**src/rtl/eth_sw_pkg.sv**
```systemverilog
// Shared definitions for the 2x2 switch: FIFO word layout, scheduler states, port addresses.
package eth_sw_pkg;

  localparam int SOP_BIT  = 0;
  localparam int DA_LSB   = 1;
  localparam int DA_MSB   = 32;
  localparam int DATA_LSB = 33;
  localparam int DATA_MSB = 64;
  localparam int EOP_BIT  = 65;

  localparam logic PORT_A_ADDR = 1'b0;
  localparam logic PORT_B_ADDR = 1'b1;

  typedef enum logic {
    IDLE = 1'b0,
    XFER = 1'b1
  } sched_state_e;

endpackage

```
**src/rtl/eth_sw_rd_sched_if.sv**
```systemverilog
// Scheduler-facing bundle: FIFO head flags and pop strobes, egress handshake, status and counters.
interface eth_sw_rd_sched_if
  import eth_sw_pkg::*;
#(
  parameter int PORT_COUNT = 2,
  parameter int CNT_WIDTH  = 16
);
  localparam int IDX_W = (PORT_COUNT > 1) ? $clog2(PORT_COUNT) : 1;

  // Handshake: a word moves to egress in any cycle where tx_valid is high; tx_valid is
  // only raised when tx_ready is high, so a forwarded word is never left pending.
  logic [PORT_COUNT-1:0]                fifo_empty;
  logic [PORT_COUNT-1:0]                fifo_head_sop;
  logic [PORT_COUNT-1:0]                fifo_head_eop;
  logic                                 tx_ready;
  logic [PORT_COUNT-1:0]                rd_en;
  logic                                 tx_valid;
  logic [IDX_W-1:0]                     grant_id;
  logic                                 pkt_active;
  logic                                 drop_pulse;
  logic                                 timeout_pulse;
  logic [PORT_COUNT-1:0][CNT_WIDTH-1:0] pkt_cnt;
  logic [PORT_COUNT-1:0][CNT_WIDTH-1:0] drop_cnt;
  sched_state_e                         state;

  modport master (
    input  fifo_empty, fifo_head_sop, fifo_head_eop, tx_ready,
    output rd_en, tx_valid, grant_id, pkt_active, drop_pulse, timeout_pulse,
    output pkt_cnt, drop_cnt, state
  );

  modport slave (
    output fifo_empty, fifo_head_sop, fifo_head_eop, tx_ready,
    input  rd_en, tx_valid, grant_id, pkt_active, drop_pulse, timeout_pulse,
    input  pkt_cnt, drop_cnt, state
  );

endinterface

```
**src/rtl/eth_rr_pick.sv**
```systemverilog
// Combinational round-robin pick: first set request searching upward from i_ptr+1, wrapping.
module eth_rr_pick #(
  parameter int N     = 2,
  parameter int IDX_W = (N > 1) ? $clog2(N) : 1
) (
  input  logic [N-1:0]     i_req,
  input  logic [IDX_W-1:0] i_ptr,
  output logic [IDX_W-1:0] o_idx,
  output logic             o_valid
);

  always_comb begin
    o_valid = 1'b0;
    o_idx   = '0;
    // k = N lands back on i_ptr itself, so the last holder is considered last.
    for (int k = 1; k <= N; k++) begin
      if (!o_valid && i_req[(int'(i_ptr) + k) % N]) begin
        o_valid = 1'b1;
        o_idx   = IDX_W'((int'(i_ptr) + k) % N);
      end
    end
  end

endmodule

```
**src/rtl/eth_sw_rd_sched.sv**
```systemverilog
// Packet-atomic round-robin read scheduler for the ingress FIFOs; drops orphan words, aborts stalls.
module eth_sw_rd_sched
  import eth_sw_pkg::*;
#(
  parameter int PORT_COUNT     = 2,
  parameter int TIMEOUT_CYCLES = 256,
  parameter int CNT_WIDTH      = 16
) (
  input  logic              clk,
  input  logic              rstn,
  eth_sw_rd_sched_if.master bus
);

  localparam int IDX_W = (PORT_COUNT > 1) ? $clog2(PORT_COUNT) : 1;
  localparam int TMR_W = (TIMEOUT_CYCLES > 1) ? $clog2(TIMEOUT_CYCLES + 1) : 1;
  localparam logic [TMR_W-1:0] TMR_LAST = TMR_W'((TIMEOUT_CYCLES > 0) ? TIMEOUT_CYCLES - 1 : 0);

  sched_state_e                         r_state;
  sched_state_e                         w_next_state;
  logic [IDX_W-1:0]                     r_grant;
  logic [IDX_W-1:0]                     r_rr_ptr;
  logic [TMR_W-1:0]                     r_timer;
  logic [TMR_W-1:0]                     w_timer_next;
  logic [PORT_COUNT-1:0][CNT_WIDTH-1:0] r_pkt_cnt;
  logic [PORT_COUNT-1:0][CNT_WIDTH-1:0] r_drop_cnt;

  logic [IDX_W-1:0]      w_cand;
  logic                  w_cand_vld;
  logic [PORT_COUNT-1:0] w_rd_en;
  logic                  w_tx_valid;
  logic                  w_drop;
  logic                  w_timeout;
  logic                  w_grant_load;
  logic                  w_pkt_done;
  logic                  w_pop;

  eth_rr_pick #(
    .N     (PORT_COUNT),
    .IDX_W (IDX_W)
  ) u_pick (
    .i_req   (~bus.fifo_empty),
    .i_ptr   (r_rr_ptr),
    .o_idx   (w_cand),
    .o_valid (w_cand_vld)
  );

  always_comb begin
    w_next_state = r_state;
    w_timer_next = r_timer;
    w_rd_en      = '0;
    w_tx_valid   = 1'b0;
    w_drop       = 1'b0;
    w_timeout    = 1'b0;
    w_grant_load = 1'b0;
    w_pkt_done   = 1'b0;
    w_pop        = 1'b0;
    unique case (r_state)
      IDLE: begin
        w_timer_next = '0;
        if (w_cand_vld) begin
          if (bus.fifo_head_sop[w_cand]) begin
            w_grant_load = 1'b1;
            w_next_state = XFER;
          end else begin
            // Orphan words are flushed regardless of egress backpressure.
            w_rd_en[w_cand] = 1'b1;
            w_drop          = 1'b1;
          end
        end
      end
      XFER: begin
        w_pop              = !bus.fifo_empty[r_grant] && bus.tx_ready;
        w_rd_en[r_grant]   = w_pop;
        w_tx_valid         = w_pop;
        if (w_pop) begin
          w_timer_next = '0;
          if (bus.fifo_head_eop[r_grant]) begin
            w_pkt_done   = 1'b1;
            w_next_state = IDLE;
          end
        end else if (bus.fifo_empty[r_grant] && (TIMEOUT_CYCLES != 0)) begin
          // The pulse lands on the TIMEOUT_CYCLES-th consecutive empty cycle.
          if (r_timer == TMR_LAST) begin
            w_timeout    = 1'b1;
            w_timer_next = '0;
            w_next_state = IDLE;
          end else begin
            w_timer_next = r_timer + TMR_W'(1);
          end
        end
      end
      default: w_next_state = IDLE;
    endcase
    if (!rstn) begin
      w_rd_en      = '0;
      w_tx_valid   = 1'b0;
      w_drop       = 1'b0;
      w_timeout    = 1'b0;
      w_grant_load = 1'b0;
      w_pkt_done   = 1'b0;
    end
  end

  always_ff @(posedge clk) begin
    if (!rstn) begin
      r_state    <= IDLE;
      r_grant    <= '0;
      r_rr_ptr   <= '0;
      r_timer    <= '0;
      r_pkt_cnt  <= '0;
      r_drop_cnt <= '0;
    end else begin
      r_state <= w_next_state;
      r_timer <= w_timer_next;
      if (w_grant_load) begin
        r_grant  <= w_cand;
        r_rr_ptr <= w_cand;
      end
      if (w_drop) r_drop_cnt[w_cand] <= r_drop_cnt[w_cand] + CNT_WIDTH'(1);
      if (w_pkt_done) r_pkt_cnt[r_grant] <= r_pkt_cnt[r_grant] + CNT_WIDTH'(1);
    end
  end

  assign bus.rd_en         = w_rd_en;
  assign bus.tx_valid      = w_tx_valid;
  assign bus.grant_id      = r_grant;
  assign bus.pkt_active    = (r_state == XFER);
  assign bus.drop_pulse    = w_drop;
  assign bus.timeout_pulse = w_timeout;
  assign bus.pkt_cnt       = r_pkt_cnt;
  assign bus.drop_cnt      = r_drop_cnt;
  assign bus.state         = r_state;

endmodule

```
**src/flat_wrapper.sv**
```systemverilog
// flat-port wrapper written by rule: the top's interface ports become plain ports
module eth_sw_rd_sched_flat import eth_sw_pkg::*;
#(
  parameter int PORT_COUNT     = 2,
  parameter int TIMEOUT_CYCLES = 256,
  parameter int CNT_WIDTH      = 16
)
  (clk, rstn, bus_fifo_empty, bus_fifo_head_sop, bus_fifo_head_eop, bus_tx_ready, bus_rd_en, bus_tx_valid, bus_grant_id, bus_pkt_active, bus_drop_pulse, bus_timeout_pulse, bus_pkt_cnt, bus_drop_cnt, bus_state);
  eth_sw_rd_sched_if #(.PORT_COUNT(PORT_COUNT), .CNT_WIDTH(CNT_WIDTH)) bus_i ();
  input  logic clk;
  input  logic rstn;
  input wire logic [$bits(bus_i.fifo_empty)-1:0] bus_fifo_empty;
  input wire logic [$bits(bus_i.fifo_head_sop)-1:0] bus_fifo_head_sop;
  input wire logic [$bits(bus_i.fifo_head_eop)-1:0] bus_fifo_head_eop;
  input wire logic [$bits(bus_i.tx_ready)-1:0] bus_tx_ready;
  output wire logic [$bits(bus_i.rd_en)-1:0] bus_rd_en;
  output wire logic [$bits(bus_i.tx_valid)-1:0] bus_tx_valid;
  output wire logic [$bits(bus_i.grant_id)-1:0] bus_grant_id;
  output wire logic [$bits(bus_i.pkt_active)-1:0] bus_pkt_active;
  output wire logic [$bits(bus_i.drop_pulse)-1:0] bus_drop_pulse;
  output wire logic [$bits(bus_i.timeout_pulse)-1:0] bus_timeout_pulse;
  output wire logic [$bits(bus_i.pkt_cnt)-1:0] bus_pkt_cnt;
  output wire logic [$bits(bus_i.drop_cnt)-1:0] bus_drop_cnt;
  output wire logic [$bits(bus_i.state)-1:0] bus_state;
  assign bus_i.fifo_empty = bus_fifo_empty;
  assign bus_i.fifo_head_sop = bus_fifo_head_sop;
  assign bus_i.fifo_head_eop = bus_fifo_head_eop;
  assign bus_i.tx_ready = bus_tx_ready;
  assign bus_rd_en = bus_i.rd_en;
  assign bus_tx_valid = bus_i.tx_valid;
  assign bus_grant_id = bus_i.grant_id;
  assign bus_pkt_active = bus_i.pkt_active;
  assign bus_drop_pulse = bus_i.drop_pulse;
  assign bus_timeout_pulse = bus_i.timeout_pulse;
  assign bus_pkt_cnt = bus_i.pkt_cnt;
  assign bus_drop_cnt = bus_i.drop_cnt;
  assign bus_state = bus_i.state;
  eth_sw_rd_sched #(.PORT_COUNT(PORT_COUNT), .TIMEOUT_CYCLES(TIMEOUT_CYCLES), .CNT_WIDTH(CNT_WIDTH)) u_core (.clk(clk), .rstn(rstn), .bus(bus_i));
endmodule
```
**config.mk**
```make
export PLATFORM = sky130hd
export DESIGN_NAME = eth_sw_rd_sched_flat
export DESIGN_NICKNAME = d
export VERILOG_FILES = /design/src/rtl/eth_sw_pkg.sv /design/src/rtl/eth_sw_rd_sched_if.sv /design/src/rtl/eth_rr_pick.sv /design/src/rtl/eth_sw_rd_sched.sv /design/src/flat_wrapper.sv
export SDC_FILE = /design/constraint.sdc
export NUM_CORES = 1
export LEC_CHECK = 0
export BUFFER_PORTS_ARGS = -buffer_cell sky130_fd_sc_hd__buf_4
export CORE_MARGIN = 1
export CORE_UTILIZATION = 29
export DETAILED_ROUTE_END_ITERATION = 7
export PLACE_DENSITY_LB_ADDON = 0.3
export SLEW_MARGIN = 20
export SYNTH_ARGS = -nofsm -noshare
export SYNTH_HDL_FRONTEND = slang
export SYNTH_SLANG_ARGS = --single-unit
```
**constraint.sdc**
```tcl
create_clock -name clk -period 3.15 [get_ports clk]
set_clock_uncertainty 0.1 [all_clocks]
set_input_delay 0.63 -clock clk [delete_from_list [all_inputs] [get_ports clk]]
set_output_delay 0.63 -clock clk [all_outputs]
set_load 0.05 [all_outputs]
```
# [After elaboration in Yosys (flattened, before gate mapping)]
# Index checks and enable logic that the tools add are counted.
[totals] output_inout_bits=72 regBits=75 inputBits=9 elab_cells=93
[classes] reduce_logical=6 add_sub_neg=5 n_lt_le_gt_ge=6 mux=62 bitwise=5 n_eq_ne=2
[ops] cell="16-bit two-way mux" count=6
[ops] cell="32-bit bitwise mux" count=2
[ops] cell="1-bit two-way mux" count=41
[ops] cell="16-bit by 1-bit adder with 16-bit output (second input constant)" count=2
[ops] cell="16-bit demux with 1-bit select" count=2
[ops] cell="9-bit two-way mux" count=3
[ops] cell="9-bit one-hot mux with 2 select lines" count=1
[ops] cell="9-bit by 1-bit adder with 9-bit output (second input constant)" count=1
[ops] cell="9-bit by 8-bit equality test with 1-bit output (second input constant)" count=1
[ops] cell="2-bit by 3-bit < comparator with 1-bit output (second input constant)" count=2
[ops] cell="2-bit two-way mux" count=3
[ops] cell="1-bit logical AND" count=4
[ops] cell="1-bit by 2-bit < comparator with 1-bit output (second input constant)" count=2
[ops] cell="2-bit one-hot mux with 2 select lines" count=1
[ops] cell="3-bit != test (second input constant)" count=1
[ops] cell="1-bit adder (second input constant)" count=2
[ops] cell="1-bit bitwise AND (first input constant)" count=2
[ops] cell="2-bit bitwise AND" count=1
[ops] cell="1-bit demux with 1-bit select" count=2
[ops] cell="1-bit greater-or-equal comparator (second input constant)" count=2
[ops] cell="1-bit zero test" count=2
[ops] cell="2-bit NOT" count=1
[ops] cell="1-bit one-hot mux with 2 select lines" count=1
[ops] cell="1-bit NOT" count=1

# [Depth between registers and ports, before layout]
# Gate-level depths: netlist of the first run.
[depth] word_depth=17 mapped_depth=13 ltp_nobuf=9

# [Modules after synthesis]
# A second synthesis of the first run with hierarchy kept.
[unflattened] hier_cells=465 hier_area_um2=4025.1
[by_module_without_submodules] mod="eth_sw_rd_sched" n_inst=1 cells_each=463 area_per_inst_um2=4011.3 seq_area_each_um2=1501.4
[by_module_without_submodules] mod="eth_rr_pick" n_inst=1 cells_each=2 area_per_inst_um2=13.8 seq_area_each_um2=0.0

# [Worst setup path before layout of the first run]
# No wires, ideal clock.
[synth_timing] path_type="register to output" from="register u_core.r_grant (netlist: u_core.bus.grant_id)" to="output port bus_rd_en[0]" slack_ns=-0.049 required_time_ns=2.420 arrival_ns=2.469 stages_incl_launch_ff=5 path_buffers=1 path_cell_list="dfxtp_1 -> buf_6 -> mux2i_2 -> nand3_1 -> o21ai_0"
[synth_between] elab_chain_len=16 elab_cells_between_ends=35 cone_classes="add/sub (2); order compare (4); mux (22); bitwise (1); reduce/logical (6)"
[synth_lines] item="start: declaration" line="eth_sw_rd_sched.sv:20" rtl="logic [IDX_W-1:0] r_grant;"
[synth_lines] item="start signal: assignment" line="eth_sw_rd_sched.sv:116" rtl="r_grant <= w_cand;"
[synth_lines] item="1-bit adder"
[synth_lines] item="1-bit two-way mux (4 in series)"
[synth_lines] item="1-bit zero test"
[synth_lines] item="1-bit logical AND"
[synth_lines] item="1-bit two-way mux"
[synth_lines] item="1-bit by 2-bit < comparator with 1-bit output or 1-bit greater-or-equal comparator (tied branches)"
[synth_lines] item="1-bit logical AND"
[synth_lines] item="1-bit two-way mux"
[synth_lines] item="1-bit demux with 1-bit select"
[synth_lines] item="2-bit two-way mux (2 in series)"
[synth_lines] item="2-bit one-hot mux with 2 select lines (*)" line="eth_sw_rd_sched.sv:57" rtl="unique case (r_state)"
[synth_lines] item="2-bit two-way mux (*)" line="eth_sw_rd_sched.sv:94" rtl="if (!rstn) begin"
[synth_lines] item="end: declaration" line="flat_wrapper.sv:16" rtl="output wire logic [$bits(bus_i.rd_en)-1:0] bus_rd_en;"
# Every way passes the cells marked *; elsewhere a longest branch is shown, timed or not. The select of a mux whose other input is x is not followed.

# [Worst setup path in the final report of the first run]
[layout_timing] from="register u_core.r_grant (netlist: u_core.bus.grant_id)" to="output port bus_rd_en[1]"
# Same word-level chain as after synthesis.

==> results.toml, run 1 <==
[status]
status = "completed"

[cells_and_area]
fill_cells = 1416
final_nets = 596
layout-drive-gt1-share_pct = 23.4
stdcell_count = 769
antenna_cells = 0
postLayoutCellArea_mm2 = 0.00526
area_delta_synth_final_pct = 25.9
fin_util_pct = 37.6

[timing]
setup_viol_count_final = 0
whs_ps = 376
slew_violations = 0
rsz0062_at_grt = "no"
fmax_mhz = 356
period_share_pct = 89.1
maxSlewHeadroom_pct = 54.4
fin_setup_tns_ps = 0
finalHoldViolCount = 0
tightest_slew_ps = 674
period_minus_slack_ps = 2810
worst_slack_ps = 343

[logic_synthesis]
synth_warnings = 0
yosysSeqAreaShare_pct = 35.9
ys_ff_latch = 75
synthCells = 508
syn_area_mm2 = 0.00418
synth_edf_count = 0
synth_nets = 520
avgSynthCellArea_um2 = 8.23
synthDistinctLibCells = 70
async_flop_share_pct = 0
synth_area_leaders = "dfxtp_1 (36%), nand2_1 (4.8%), nand3_1 (4.5%), mux2i_1 (4.1%), nor2_1 (4.0%)"
ys.flop_type = "dfxtp_1"
synth_largest_area_cell = "dfxtp_1"
yosys.area.top_type_share_pct = 35.9

[critical_path]
path_cells = "mux2i_2, nand3_1, inv_2, a21o_1, buf_4"
crit_arrival_ps = 2080
worstSetupEndpoint = "bus_rd_en[1]"
startpoint = "u_core.bus.grant_id$_SDFFE_PN0P_"
slowest_delay_ps = 520
r2r_start = "u_core.bus.grant_id$_SDFFE_PN0P_"
rrSetupSlack_ps = 570
cpMaxStageDelayCell = "dfxtp_1"
crit_path_start_kind = "flop"
worstSetupPathType = "flop to output pin"
cp-end-kind = "output pin"
crit_required_ps = 2420
rr_endpoint = "u_core.bus.drop_cnt[28]$_SDFFE_PN0P_"
ff2ff_path_depth = 7
path_max_fanout = 8

[power_and_ir_drop]
p_comb_share_pct = 9.2
power.switching_mw = 0.594
p_total_mw = 2.23
power_density_mw_per_mm2 = 423
pwr-share-seq_pct = 43.5
p_sw_share_pct = 26.6
internal_power_mw = 1.64
ir_drop_mv = 0.238
clkPwrFrac_pct = 47.3
p_leak_nw = 2.01

[flow_run]
cap_violations = 0

[clock_network]
cts_resized = 0
htree_levels = 3
clk_latency_ps = 340
clockBufferDepth = 2
ctsHoldBuffers = 0
root_buffer = "clkbuf_16"
clock_sinks = 75
cts_setup_buffers = 0
cts_buffers = 9
cts_tree = "yes"
path_clk_slew_ps = 60

[placed_design]
pre_cts_ws_ps = 430
dp_cells = 753
dpl_cell_area_mm2 = 0.00496
hpwl_mm = 8.93
place_congestion = 0.871
numPortBuffers = 80

[floorplanning]
io_pins = 81
start_util_pct = 29.9
die_w_um = 122
row_count = 43
dieArea_mm2 = 0.0149
die_h_um = 122
core_area_mm2 = 0.0140

[global_routing]
grt_pass1_vias = 3807
grt_overflow = 0
antenna_found_initial = 0
grt_pass1_wl_mm = 19.8
grt_usage_pct = 17.1
grt_max_degree = 44

[routing]
antenna_left = 0
routed_via_density = 5.49
routed_wl_mm = 12.4
drcViolationCount = 0
vias = 4225
drt-initial-drc-count = 399
wl_per_cell_um = 16.1
firstDrtPassIters = 7

[hold_path]
hold_depth = 2
min_path_type = "flop to flop"
worstHoldStart = "u_core.bus.drop_cnt[31]$_SDFFE_PN0P_"
## layer usage
| layer | up-vias | GRT usage [%] | wire [µm] |
|---|---|---|---|
| li1 | 2016 | - | - |
| met1 | 2033 | 23.5 | 5820 |
| met2 | 163 | 26.4 | 5640 |
| met3 | 13 | 3.09 | 802 |
| met4 | 0 | 5.95 | 155 |
| met5 | - | 0 | 0 |
## cell families (layout without fill, tap and decap cells)
family	count (synthesis)	in the layout	synth area share [%]
flip-flops	75	75	35.9
AO/OA/AOI/OAI	117	117	19.2
XOR/XNOR	25	25	5.24
buffers and inverters	42	123	4.82
AND/OR/NAND/NOR	220	220	27.4
adder cells (fa/ha/maj)	3	3	0.898
multiplexers	26	26	6.55
## critical path: cells and delay by family (launching register included)
| family | cells | cell delay [ps] |
|---|---|---|
| AND/OR/NAND/NOR | 1 | 230 |
| buffers and inverters | 2 | 330 |
| AO/OA/AOI/OAI | 1 | 140 |
| flip-flops | 1 | 520 |
| multiplexers | 1 | 510 |
## sequential cells by signal, summed over array words and instances (netlist names)
register,cells
u_core.bus.drop_cnt,32
u_core.bus.grant_id,1
u_core.bus.pkt_active,1
u_core.bus.pkt_cnt,32
u_core.r_timer,9
## how the worst min path moves through the flow
stage	end
4_1_cts	u_core.bus.drop_cnt[31]$_SDFFE_PN0P_
6_report	u_core.bus.drop_cnt[31]$_SDFFE_PN0P_
3_5_place_dp	u_core.bus.drop_cnt[15]$_SDFFE_PN0P_
3_3_place_gp	u_core.bus.drop_cnt[15]$_SDFFE_PN0P_
2_1_floorplan	u_core.r_timer[3]$_SDFFE_PN0P_
5_1_grt	u_core.bus.drop_cnt[31]$_SDFFE_PN0P_
## layout make-up
| class | instances | area [µm²] | area share [%] |
|---|---|---|---|
| repair buffers | 94 | 706 | 13.4 |
| multi-input cells | 391 | 2480 | 47.2 |
| clock buffers | 9 | 225 | 4.28 |
| well taps | 180 | 225 | 4.28 |
| inverters | 13 | 48.8 | 0.927 |
| flip-flops and latches | 75 | 1500 | 28.5 |
| clock inverters | 7 | 75.1 | 1.43 |
## cell usage in the layout (no fill, tap or decap), drive strengths merged, types with 3 or more instances in the layout
| cell type | instances |
|---|---|
| buf | 94 |
| dfxtp | 75 |
| nand2 | 54 |
| nor2 | 45 |
| nand3 | 38 |
| a21oi | 32 |
| o21ai | 30 |
| mux2i | 18 |
| nand4 | 17 |
| xor2 | 17 |
| inv | 14 |
| or3 | 12 |
| and3 | 10 |
| clkbuf | 9 |
| nor4 | 9 |
| mux2 | 8 |
| xnor2 | 8 |
| o21a | 8 |
| nor3 | 8 |
| a211oi | 5 |
| clkinv | 5 |
| nand2b | 4 |
| o221ai | 4 |
| o211ai | 4 |
| a22o | 4 |
| o31ai | 4 |
| and2 | 3 |
| or4 | 3 |
| o311ai | 3 |
| o2111ai | 3 |
| ha | 3 |
| nor4b | 3 |
| a22oi | 3 |
## Yosys cell counts, types with 5 or more instances
cell type / count
dfxtp_1: 75
nand2_1: 53
nor2_1: 45
nand3_1: 38
a21oi_1: 31
o21ai_0: 29
mux2i_1: 17
nand4_1: 17
xor2_1: 17
clkbuf_1: 15
or3_1: 12
and3_1: 10
inv_1: 10
mux2_2: 8
o21a_1: 8
xnor2_1: 8
nor3_1: 7
nor4_1: 6
a211oi_1: 5
buf_2: 5
## power by group through the flow
stage	registers [mW]	clock network, mW	logic (mW)
after floorplan	1.00	0	0.127
after global placement	0.990	0	0.202
after detailed placement	0.990	0	0.204
after CTS	0.969	1.07	0.204
after global routing	0.970	1.12	0.221
final	0.969	1.05	0.206
Note: power is estimated with default switching activity, not from simulation.
==> run 2, diff against run 1 <==
- MAX_ROUTING_LAYER: default -> met4
==> run 2 against run 1 <==
Against the previous run:
- first-iteration DRC count fell by 2.8%
- via count fell by 0.95%
- sequential power is essentially flat
- wire length grew 0.18%
- maximum frequency fell by 0.67%
- sequential cell count unchanged
- power is essentially flat
- non-clock buffer count did not move
- setup slack got worse by 19 ps
- sequential share of layout area unchanged
- critical path type unchanged
- highest routed layer unchanged
==> results.toml, run 2 (same netlist as run 1, synthesis figures left out) <==
[status]
status = "completed"

[timing]
finalHoldViolCount = 0
maxSlewHeadroom_pct = 54.4
fin_setup_tns_ps = 0
worst_slack_ps = 324
slew_violations = 0
period_share_pct = 89.7
fmax_mhz = 354
setup_viol_count_final = 0
tightest_slew_ps = 674
rsz0062_at_grt = "no"
period_minus_slack_ps = 2830

[clock_network]
clockBufferDepth = 2
clock_sinks = 75
cts_buffers = 9
cts_setup_buffers = 0
htree_levels = 3
clk_latency_ps = 340
cts_resized = 0
path_clk_slew_ps = 60
cts_tree = "yes"
root_buffer = "clkbuf_16"
ctsHoldBuffers = 0

[critical_path]
crit_path_start_kind = "flop"
cpMaxStageDelayCell = "dfxtp_1"
worstSetupPathType = "flop to output pin"
path_max_fanout = 8
crit_buf_inv = 2
cp-end-kind = "output pin"
crit_arrival_ps = 2100
ff2ff_path_depth = 7
path_cells = "mux2i_2, nand3_1, inv_2, a21o_1, buf_4"
path_delay_family = "flip-flops"
cp_num_cells = 5
crit_required_ps = 2420
slowest_delay_ps = 520

[routing]
drcViolationCount = 0
antenna_left = 0
routed_wl_mm = 12.4
vias = 4185
drt-initial-drc-count = 388
routed_via_density = 5.44
wl_per_cell_um = 16.2
firstDrtPassIters = 5

[power_and_ir_drop]
p_sw_share_pct = 26.7
pwr-share-seq_pct = 43.4
power_density_mw_per_mm2 = 424
ir_drop_mv = 0.245
p_total_mw = 2.23
p_leak_nw = 2.01
p_comb_share_pct = 9.2
internal_power_mw = 1.63
clkPwrFrac_pct = 47.3
power.switching_mw = 0.595

[cells_and_area]
final_nets = 596
final_cell_mix = "buf_4 (94), dfxtp_1 (75), nand2_1 (53), nor2_1 (45), nand3_1 (38)"
fin_util_pct = 37.6
layout-drive-gt1-share_pct = 23.4
final_common_cell = "buf_4"
antenna_cells = 0
area_delta_synth_final_pct = 25.9

[placed_design]
numPortBuffers = 80
place_congestion = 0.885
pre_cts_ws_ps = 430
hpwl_mm = 8.93

[floorplanning]
dieArea_mm2 = 0.0149
core_area_mm2 = 0.0140
row_count = 43
die_h_um = 122
start_util_pct = 29.9
io_pins = 81
die_w_um = 122

[global_routing]
grt_usage_pct = 17.6
grt_pass1_wl_mm = 19.8
antenna_found_initial = 0
grt_pass1_vias = 3805
grt_max_degree = 44
use_met2_pct = 26.5
grt_use_met1_pct = 23.5
grt_use_met3_pct = 3.46
grt_overflow = 0
top_usage_layer = "met2"

[flow_run]
cap_violations = 0

[hold_path]
min_path_type = "flop to flop"
hold_depth = 2
## run 2: cell counts in the layout (fill, tap and decap cells not counted)
No cell type changed its count.
## run 2: cell type report
type                    instances  area [µm²]
flip-flops and latches         75        1500
repair buffers                 94         706
fillers                      1416        8720
clock buffers                   9         225
clock inverters                 7        75.1
inverters                      13        48.8
multi-input cells             391        2480
well taps                     180         225
## run 2: power groups by stage
stage               clock network, mW  registers [mW]  logic [mW]
floorplan                           0            1.00       0.127
global placement                    0           0.990       0.202
detailed placement                  0           0.990       0.204
CTS                              1.07           0.969       0.204
global route                     1.12           0.970       0.221
finish                           1.06           0.969       0.206
## run 2: stage by stage
step | instance area (µm²) | hold WS (ps) | std cells
floorplan | 4180 | 366 | 508
CTS | 5260 | 377 | 769
finish | 5260 | 376 | 769
detailed placement | 4960 | 366 | 753
global route | 5260 | 391 | 769
global placement | 4960 | 357 | 753
## run 2: worst paths after layout
kind                                        start                                    to  slack (ps)
max              u_core.bus.grant_id$_SDFFE_PN0P_                          bus_rd_en[1]         320
min          u_core.bus.drop_cnt[31]$_SDFFE_PN0P_  u_core.bus.drop_cnt[31]$_SDFFE_PN0P_         380
max reg2reg      u_core.bus.grant_id$_SDFFE_PN0P_  u_core.bus.drop_cnt[28]$_SDFFE_PN0P_         570
min reg2reg  u_core.bus.drop_cnt[31]$_SDFFE_PN0P_  u_core.bus.drop_cnt[31]$_SDFFE_PN0P_         380
## run 2: tightest hold or removal path, cell delays in order, from the launching register on
cell	delay, ps
dfxtp_1	320
nand2_1	50
mux2i_1	60
## run 2: layer usage
layer / wire (µm) / part of all wire, %
met1: 5820 / 47
met2: 5600 / 45
met3: 844 / 6.8
met4: 174 / 1.4
met5: 0 / 0
